### src/rtl/uart_pkg.sv
// Shared definitions for the UART transmit/receive blocks.
// Parity modes, FSM state encoding and a parameter legality check.
package uart_pkg;

  localparam int PARITY_NONE = 0;
  localparam int PARITY_ODD  = 1;
  localparam int PARITY_EVEN = 2;

  typedef enum logic [2:0] {
    ST_IDLE,
    ST_START,
    ST_DATA,
    ST_PARITY,
    ST_STOP
  } state_t;

  function automatic bit params_ok(
    input int cpb,
    input int db,
    input int par,
    input int sb,
    input int depth
  );
    return (cpb >= 2)
        && (db >= 5) && (db <= 9)
        && (par >= PARITY_NONE) && (par <= PARITY_EVEN)
        && ((sb == 1) || (sb == 2))
        && (depth >= 2)
        && ((depth & (depth - 1)) == 0);
  endfunction

endpackage

### src/rtl/uart_sync_fifo.sv
// Synchronous FIFO, power-of-two depth; pushes when full and pops when
// empty are ignored. Ports: push/pop strobes, data in/out, full/empty/count.
module uart_sync_fifo #(
  parameter int WIDTH = 8,
  parameter int DEPTH = 4
) (
  input  logic                     clock,
  input  logic                     reset,
  input  logic                     push,
  input  logic                     pop,
  input  logic [WIDTH-1:0]         data_in,
  output logic [WIDTH-1:0]         data_out,
  output logic                     full,
  output logic                     empty,
  output logic [$clog2(DEPTH):0]   count
);

  localparam int AW = $clog2(DEPTH);

  logic [WIDTH-1:0] mem [DEPTH];
  logic [AW-1:0]    wr_ptr;
  logic [AW-1:0]    rd_ptr;
  logic             do_push;
  logic             do_pop;

  assign full     = (count == (AW + 1)'(DEPTH));
  assign empty    = (count == '0);
  assign do_push  = push && !full;
  assign do_pop   = pop && !empty;
  assign data_out = mem[rd_ptr];

  // Pointers wrap naturally because DEPTH is a power of two.
  always_ff @(posedge clock) begin
    if (reset) begin
      wr_ptr <= '0;
      rd_ptr <= '0;
      count  <= '0;
    end else begin
      if (do_push) wr_ptr <= wr_ptr + 1'b1;
      if (do_pop)  rd_ptr <= rd_ptr + 1'b1;
      count <= count + (AW + 1)'(do_push) - (AW + 1)'(do_pop);
    end
  end

  always_ff @(posedge clock) begin
    if (do_push) mem[wr_ptr] <= data_in;
  end

endmodule

### src/rtl/uart_tx_framed.sv
// UART transmitter with input FIFO, parity and 1/2 stop bits, LSB first.
// Ports: clock/reset, has_data/data_to_send/ready push side, serial line
// sending_bit, is_transmitting, transmission_done pulse, fifo_count.
module uart_tx_framed
  import uart_pkg::*;
#(
  parameter int CLOCKS_PER_BIT = 87,
  parameter int DATA_BITS      = 8,
  parameter int PARITY         = 0,
  parameter int STOP_BITS      = 1,
  parameter int FIFO_DEPTH     = 4
) (
  input  logic                          clock,
  input  logic                          reset,
  input  logic                          has_data,
  input  logic [DATA_BITS-1:0]          data_to_send,
  output logic                          ready,
  output logic                          sending_bit,
  output logic                          is_transmitting,
  output logic                          transmission_done,
  output logic [$clog2(FIFO_DEPTH):0]   fifo_count
);

  localparam int CW = $clog2(CLOCKS_PER_BIT);
  localparam int IW = $clog2(DATA_BITS + 1);

  if (!params_ok(CLOCKS_PER_BIT, DATA_BITS, PARITY, STOP_BITS, FIFO_DEPTH))
  begin : g_bad_params
    $error("uart_tx_framed: illegal parameter set");
  end

  state_t               state;
  state_t               nxt;
  logic [CW-1:0]        bit_cnt;
  logic [IW-1:0]        bit_idx;
  logic [DATA_BITS-1:0] shreg;
  logic                 par_bit;
  logic                 done_q;
  logic                 pop;
  logic                 line_nx;
  logic                 end_stop;
  logic                 full;
  logic                 empty;
  logic [DATA_BITS-1:0] head;
  logic                 tick;
  logic                 data_last;
  logic                 stop_last;

  uart_sync_fifo #(
    .WIDTH (DATA_BITS),
    .DEPTH (FIFO_DEPTH)
  ) u_fifo (
    .clock    (clock),
    .reset    (reset),
    .push     (has_data),
    .pop      (pop),
    .data_in  (data_to_send),
    .data_out (head),
    .full     (full),
    .empty    (empty),
    .count    (fifo_count)
  );

  assign ready     = !full;
  assign tick      = (bit_cnt == CW'(CLOCKS_PER_BIT - 1));
  assign data_last = (bit_idx == IW'(DATA_BITS - 1));
  assign stop_last = (bit_idx == IW'(STOP_BITS - 1));

  always_comb begin
    nxt      = state;
    pop      = 1'b0;
    line_nx  = 1'b1;
    end_stop = 1'b0;
    unique case (state)
      ST_IDLE: begin
        if (!empty) begin
          pop = 1'b1;
          nxt = ST_START;
        end
      end
      ST_START: begin
        line_nx = 1'b0;
        if (tick) nxt = ST_DATA;
      end
      ST_DATA: begin
        line_nx = shreg[0];
        if (tick && data_last)
          nxt = (PARITY != PARITY_NONE) ? ST_PARITY : ST_STOP;
      end
      ST_PARITY: begin
        line_nx = par_bit;
        if (tick) nxt = ST_STOP;
      end
      ST_STOP: begin
        if (tick && stop_last) begin
          end_stop = 1'b1;
          // Chain straight into the next start bit when data is queued.
          if (!empty) begin
            pop = 1'b1;
            nxt = ST_START;
          end else begin
            nxt = ST_IDLE;
          end
        end
      end
      default: nxt = ST_IDLE;
    endcase
  end

  // Line and status are registered one cycle behind the state, so the
  // line falls two edges after the push that woke an idle transmitter.
  always_ff @(posedge clock) begin
    if (reset) begin
      state             <= ST_IDLE;
      sending_bit       <= 1'b1;
      is_transmitting   <= 1'b0;
      done_q            <= 1'b0;
      transmission_done <= 1'b0;
    end else begin
      state             <= nxt;
      sending_bit       <= line_nx;
      is_transmitting   <= (state != ST_IDLE);
      done_q            <= end_stop;
      transmission_done <= done_q;
    end
  end

  always_ff @(posedge clock) begin
    if (reset) begin
      bit_cnt <= '0;
      bit_idx <= '0;
      shreg   <= '0;
      par_bit <= 1'b0;
    end else if (pop) begin
      bit_cnt <= '0;
      bit_idx <= '0;
      shreg   <= head;
      par_bit <= (^head) ^ (PARITY == PARITY_ODD);
    end else if (state == ST_IDLE) begin
      bit_cnt <= '0;
      bit_idx <= '0;
    end else begin
      bit_cnt <= tick ? '0 : bit_cnt + 1'b1;
      if (tick && state == ST_DATA) begin
        shreg   <= shreg >> 1;
        bit_idx <= data_last ? '0 : bit_idx + 1'b1;
      end
      if (tick && state == ST_STOP)
        bit_idx <= stop_last ? '0 : bit_idx + 1'b1;
    end
  end

endmodule

### config.mk
export PLATFORM = sky130hd
export DESIGN_NAME = uart_tx_framed
export DESIGN_NICKNAME = d
export VERILOG_FILES = /design/src/rtl/uart_pkg.sv /design/src/rtl/uart_sync_fifo.sv /design/src/rtl/uart_tx_framed.sv
export SDC_FILE = /design/constraint.sdc
export NUM_CORES = 1
export LEC_CHECK = 0
export CORE_MARGIN = 4
export CORE_UTILIZATION = 45
export DETAILED_ROUTE_END_ITERATION = 10
export GPL_TIMING_DRIVEN = 0
export SLEW_MARGIN = 25
export SYNTH_ARGS = -nofsm -noshare
export SYNTH_HDL_FRONTEND = slang
export SYNTH_HIERARCHICAL = 1
export SYNTH_SLANG_ARGS = --single-unit
### constraint.sdc
create_clock -name clock -period 3.8 [get_ports clock]
set_input_delay 0.38 -clock clock [delete_from_list [all_inputs] [get_ports clock]]
set_output_delay 0.38 -clock clock [all_outputs]
set_load 0.05 [all_outputs]
==> results of run 1 <==
worst reg2reg max path, stage by stage, from the launching register on:
cell and delay, ns:
dfxtp_1 0.35, inv_1 0.07, ha_1 0.13, nor3b_1 0.34
nand2_1 0.20, o31a_1 0.31, buf_6 0.17, inv_1 0.10
o31ai_2 0.09, inv_1 0.07, ha_1 0.22, inv_1 0.06
ha_1 0.13, inv_1 0.05, fa_1 0.37, xor2_1 0.16
and2_2 0.19, nor3_1 0.12
power by group:
group	switching [uW]	internal [uW]	total, uW
Clock	291	374	665
Sequential	66.7	880	947
Combinational	490	394	884
kinds of logic after synthesis:
kind of cell / share of synthesized area [%]
adder cells (fa/ha/maj): 4.90
multiplexers: 9.46
buffers and inverters: 3.08
AO/OA/AOI/OAI: 6.42
AND/OR/NAND/NOR: 14.0
XOR/XNOR: 5.32
flip-flops: 56.8
cell type report:
cell class / count / area, um^2 / share of cell area (%)
well taps: 77 / 96.3 / 2.79
flip-flops and latches: 68 / 1680 / 48.7
plain buffers: 8 / 42.5 / 1.23
inverters: 13 / 48.8 / 1.41
multi-input cells: 147 / 1190 / 34.4
clock buffers: 9 / 124 / 3.59
repair buffers: 17 / 170 / 4.93
clock inverters: 7 / 98.8 / 2.86
layer usage:
layer,routed length [um],share of wire (%),up-vias,track usage (%)
met5,0,0,-,0
met4,94,2.0,0,5.68
met3,241,5.0,9,6.18
met2,2130,45,31,19.8
met1,2310,48,839,17.6
li1,-,-,893,-
synthesized netlist by cell type, types with 2 or more instances:
cell type and number:
nand2_1 7, edfxtp_1 32, nor2b_1 5, dfxtp_1 36
ha_1 10, a21oi_1 5, o21ai_0 4, and2_1 4
nand3b_1 2, nand3_1 2, xor2_1 7, mux2i_1 10
nor3_1 6, clkbuf_1 2, xnor2_1 11, or3_1 3
inv_1 13, nand2b_1 7, buf_2 4, a211oi_1 2
nor2_1 27, o2bb2ai_1 7, mux4_2 8
sequential cells by signal, summed over array words and instances (netlist names), named ones only:
| register | count |
|---|---|
| done_q | 1 |
| u_fifo/mem | 32 |
| u_fifo/wr_ptr | 2 |
| shreg | 8 |
| bit_cnt | 7 |
| transmission_done | 1 |
| u_fifo/rd_ptr | 2 |
| sending_bit | 1 |
| is_transmitting | 1 |
| bit_idx | 4 |
| state | 3 |
| u_fifo/count | 3 |
| par_bit | 1 |
through the flow:
stage	area [um^2]	std cells	util [%]	hold slack, ns	setup slack, ns
floorplan	2960	236	-	0.414	0.801
global placement	3230	330	50.5	0.421	0.614
detailed placement	3230	330	50.5	0.429	0.653
CTS	3450	346	54.0	0.448	0.607
global route	3450	346	54.0	0.470	0.378
finish	3450	346	54.0	0.443	0.617
placed cells by master (no fill, tap or decap), drive strengths merged, types with 8 or more instances in the layout:
master,count
clkbuf,11
clkdlybuf4s50,17
dfxtp,36
edfxtp,32
ha,10
inv,15
mux2i,10
mux4,8
nand2,8
nor2,28
xnor2,11
worst min path at each step:
stage / start / end / slack (ns) / cells after the start
2_1_floorplan: done_q$_SDFF_PP0_ / transmission_done$_SDFF_PP0_ / 0.41 / 1
3_3_place_gp: done_q$_SDFF_PP0_ / transmission_done$_SDFF_PP0_ / 0.42 / 1
3_5_place_dp: done_q$_SDFF_PP0_ / transmission_done$_SDFF_PP0_ / 0.43 / 1
4_1_cts: done_q$_SDFF_PP0_ / transmission_done$_SDFF_PP0_ / 0.45 / 1
5_1_grt: done_q$_SDFF_PP0_ / transmission_done$_SDFF_PP0_ / 0.47 / 1
6_report: done_q$_SDFF_PP0_ / transmission_done$_SDFF_PP0_ / 0.44 / 1
==> flow_metrics.tcl, run 1 <==
set metrics [dict create \
    status "finished clean" \
    startpoint "bit_idx[0]$_SDFFE_PP0P_" \
    drv_slew 0 \
    fin_crit_ns 3.18 \
    fin_skew_ns 0.0114 \
    drt_wl_total_um 4780 \
    synth_area_mm2 0.00296 \
    path_clk_slew_ns 0.08 \
    relSlewSlack_pct 66.2 \
    finalNetCount 286 \
    postRouteAntennaNets 0 \
    clk_latency_ns 0.35 \
    diodes 0 \
    powerDensity_mw_per_mm2 723 \
    num_rows 29 \
    layout-drive-gt1-share_pct 13.4 \
    total_power_uw 2500 \
    worst-path-buf-inv 6 \
    synth_ff_type "dfxtp_1" \
    timing.rr.start "bit_idx[0]$_SDFFE_PP0P_" \
    max_freq_mhz 314 \
    path_common_cell "inv_1" \
    cts_hold_buf 0 \
    worst-slew-pin-transition_ns 0.505 \
    worstSetupEndpoint "u_fifo/count[2]$_SDFF_PP0_" \
    first_iter_violations 47 \
    critPathCaptureType "flip-flop" \
    critPathKind "reg2reg" \
    dieArea_mm2 0.00794 \
    syn_avg_cell_area_um2 12.5 \
    clk_path_buf_depth 2 \
    die_w_um 89.1 \
    dieHeight_um 89.1 \
    pin_count 18 \
    rsz0062_at_grt "false" \
    ff2ff_path_depth 17 \
    synth_cell_types 45 \
    cp_cell_sequence "inv_1 > ha_1 > nor3b_1 > nand2_1 > o31a_1 > buf_6 > inv_1 > o31ai_2 > inv_1 > ha_1 > inv_1 > ha_1 > inv_1 > fa_1 > xor2_1 > and2_2 > nor3_1" \
    cts_root_buffer "clkbuf_8" \
    fillers 570 \
    regToRegSetupSlack_ns 0.62 \
    max_stage_delay_ns 0.37 \
    period_share_pct 83.8 \
    arrival_ns 3.45 \
    h-tree-depth 3 \
    synth_enable_flop_cells 32 \
    synth-seq-cells 68 \
    cts_tree "yes" \
    maxCapViolCount 0 \
    cts_resized 0 \
    cp.depth 17 \
    cp_max_fo 10 \
    coreArea_mm2 0.00639 \
    grt_usage_pct 13.6 \
    start_util_pct 46.4 \
    clock_sinks 68 \
    syn-num-nets 258 \
    synth_async_sr_flop_share_pct 0 \
    slowest_stage "fa_1" \
    antenna_found_initial 0 \
    r2r-end "u_fifo/count[2]$_SDFF_PP0_" \
    overflow 0 \
    crit_required_ns 4.07 \
    num_vias 1772 \
    setup-tns-final_ns 0 \
    post_cts_buffers 0 \
    place.gp.congestion 0.787 \
    yosysTopAreaCell "edfxtp_1" \
    timing.final.hold_violations 0 \
    grt_max_degree 14 \
    hpwl_um 3330 \
    viasPerCell 5.12 \
    yosysWarnings 6 \
    setup_viol 0 \
    grt_pass1_vias 1649 \
    holdCritPathClass "reg2reg" \
    wl_per_cell_um 13.8 \
    grt_pass1_wl_um 7890 \
    drc 0 \
    first_pass_iters 4 \
    yosysSeqAreaShare_pct 56.8 \
    area_growth_pct 16.5 \
    worst_path_dominant_cell_family "adder cells" \
    cts_buffers 9 \
    synth_top_area_share_pct 32.4 \
    irDropWorstVdd_v 0.000470 \
    cp-start-kind "flip-flop" \
    synthCells 236 \
    port_buffers 17 \
    p_leak_uw 0.00125 \
    netlist_top_cells_area "edfxtp_1 32%, dfxtp_1 24%, mux4_2 6.1%, ha_1 4.2%, nor2_1 3.4%" \
]
Note: power is estimated with default switching activity, not from simulation.
==> run 2: changes to the inputs <==
Settings changed: PLACE_DENSITY set to 0.66.
Clock period 3.8 ns to 2.77 ns, I/O delays scaled along.
==> flow_metrics.tcl, run 2 (synthesis gave the netlist of run 1 again) <==
set metrics [dict create \
    setup_viol 0 \
    num_rows 29 \
    timing.final.hold_violations 0 \
    max_stage_delay_ns 0.35 \
    grt_max_degree 14 \
    p_leak_uw 0.00131 \
    total_power_uw 3460 \
    first_iter_violations 54 \
    drt_wl_total_um 4910 \
    crit_required_ns 3.03 \
    port_buffers 17 \
    cp-start-kind "flip-flop" \
    relSlewSlack_pct 66.7 \
    first_pass_iters 4 \
    dieArea_mm2 0.00794 \
    dieHeight_um 89.1 \
    ff2ff_path_depth 16 \
    postLayoutCoreUtil_pct 56.5 \
    worstHoldStart "done_q$_SDFF_PP0_" \
    largest_register_ff_count 32 \
    drc 0 \
    maxCapViolCount 0 \
    num_vias 1831 \
    overflow 0 \
    path_clk_slew_ns 0.07 \
    status "finished clean" \
    grt_pass1_wl_um 8460 \
    place.gp.congestion 0.788 \
    layout-drive-gt1-share_pct 24.5 \
    rsz0062_at_grt "true" \
    area_growth_pct 21.8 \
    cp.depth 16 \
    startpoint "bit_idx[1]$_SDFFE_PP0P_" \
    fin_skew_ns 0.00844 \
    top_register "u_fifo/mem" \
    irDropWorstVdd_v 0.000468 \
    cts_buffers 9 \
    postRouteAntennaNets 0 \
    cts_root_buffer "clkbuf_8" \
    clock_sinks 68 \
    finalNetCount 299 \
    cp_cell_sequence "inv_2 > ha_4 > nor3b_4 > nand2_2 > o31a_1 > inv_4 > o31ai_4 > inv_1 > ha_1 > inv_1 > ha_2 > inv_2 > fa_2 > xor2_2 > and2_4 > nor3_2" \
    critPathKind "reg2reg" \
    fin_area_mm2 0.00361 \
    r2r-end "u_fifo/count[2]$_SDFF_PP0_" \
    clk_latency_ns 0.34 \
    worst_path_dominant_cell_family "adder cells" \
    antenna_found_initial 0 \
    holdCritPathClass "reg2reg" \
    drv_slew 0 \
    wl_per_cell_um 13.7 \
    most-common-layout-cells "32 x edfxtp_1, 29 x dfxtp_1, 27 x nor2_1" \
    viasPerCell 5.10 \
    worst-slew-pin-transition_ns 0.497 \
    pin_count 18 \
    regToRegSetupSlack_ns 0.11 \
    slowest_stage "o31a_1" \
    coreArea_mm2 0.00639 \
    clk_path_buf_depth 2 \
    reg_top3 "u_fifo/mem (32), shreg (8), bit_cnt (7)" \
    worstSetupEndpoint "u_fifo/count[2]$_SDFF_PP0_" \
    fin_crit_ns 2.66 \
    cp_max_fo 3 \
    diodes 0 \
    h-tree-depth 3 \
    period_share_pct 96.2 \
    cts_hold_buf 0 \
    start_util_pct 46.4 \
    powerDensity_mw_per_mm2 959 \
    grt_pass1_vias 1810 \
    max_freq_mhz 375 \
    grt_usage_pct 14.4 \
    cts_tree "yes" \
    mostFrequentLayoutCell "edfxtp_1" \
    hpwl_um 3300 \
    die_w_um 89.1 \
    placed_cell_area_mm2 0.00324 \
    timing.rr.start "bit_idx[1]$_SDFFE_PP0P_" \
    arrival_ns 2.92 \
    worst-path-buf-inv 5 \
    critPathCaptureType "flip-flop" \
]
-- run 2: changes by cell type in the layout (fill, tap and decap cells not counted), moves of 2 or more --
cell / previous run / this run
inv_1: 13 / 8
ha_1: 10 / 7
buf_4: 0 / 14
inv_2: 0 / 4
dfxtp_1: 36 / 29
ha_4: 0 / 2
dfxtp_2: 0 / 7
-- run 2: per-layer routing --
metal  vias to the layer above  share of wire [%]  track usage, %
met3                        11                3.2            5.35
li1                        919                  -               -
met4                         0                2.3            7.31
met1                       881                 46            17.7
met2                        20                 49            22.3
met5                         -                  0               0
-- run 2: repair_timing --
action	in CTS	in global routing
pin swaps	6	7
endpoints found under the setup margin	2	1
hold endpoints to repair	0	0
cloned	0	0
setup buffers	10	4
resized for setup	15	5
-- run 2: report_power, final --
| group | leakage, uW | total (uW) | internal [uW] | switching (uW) |
|---|---|---|---|---|
| clock network | 0.0000974 | 800 | 420 | 380 |
| registers | 0.000589 | 1320 | 1210 | 109 |
| logic | 0.000621 | 1340 | 632 | 704 |
-- run 2: layout make-up --
cell class,count,area (um^2)
buffer,7,31.3
clock buffer,9,124
clock inverter,7,76.3
fill,550,2780
inverter,13,51.3
multi-input combinational,147,1260
sequential,68,1690
tap,77,96.3
timing repair buffer,31,275
-- run 2: worst min path at each step --
stage / to / slack, ns / cells after the start
finish: transmission_done$_SDFF_PP0_ / 0.45 / 1
global route: shreg[2]$_SDFFE_PP0P_ / 0.48 / 1
CTS: transmission_done$_SDFF_PP0_ / 0.46 / 1
detailed placement: bit_cnt[0]$_SDFF_PP0_ / 0.43 / 1
global placement: transmission_done$_SDFF_PP0_ / 0.42 / 1
floorplan: u_fifo/mem[0][0]$_DFFE_PP_ / 0.38 / 0
-- run 2: worst register-to-register path, cell delays in order (launching register included) --
cell     delay, ns
dfxtp_2       0.33
inv_2         0.06
ha_4          0.12
nor3b_4       0.21
nand2_2       0.08
o31a_1        0.35
inv_4         0.09
o31ai_4       0.07
inv_1         0.06
ha_1          0.22
inv_1         0.06
ha_2          0.16
inv_2         0.04
fa_2          0.35
xor2_2        0.16
and2_4        0.16
nor3_2        0.08
-- run 2: stage by stage --
stage	worst slack, ns	instances	setup TNS (ns)	hold WS, ns
finish	0.105	359	0	0.446
floorplan	0.000169	236	0	0.376
global route	-0.0523	359	-0.0523	0.479
detailed placement	-0.252	330	-0.252	0.427
global placement	-0.263	330	-0.263	0.418
CTS	0.00416	356	0	0.457
==> run 3: changes to the inputs <==
Settings changed: SLEW_MARGIN 25 to unset.
==> results of run 3 <==
No change in the layout: final DEF, timing and power equal those of run 2.
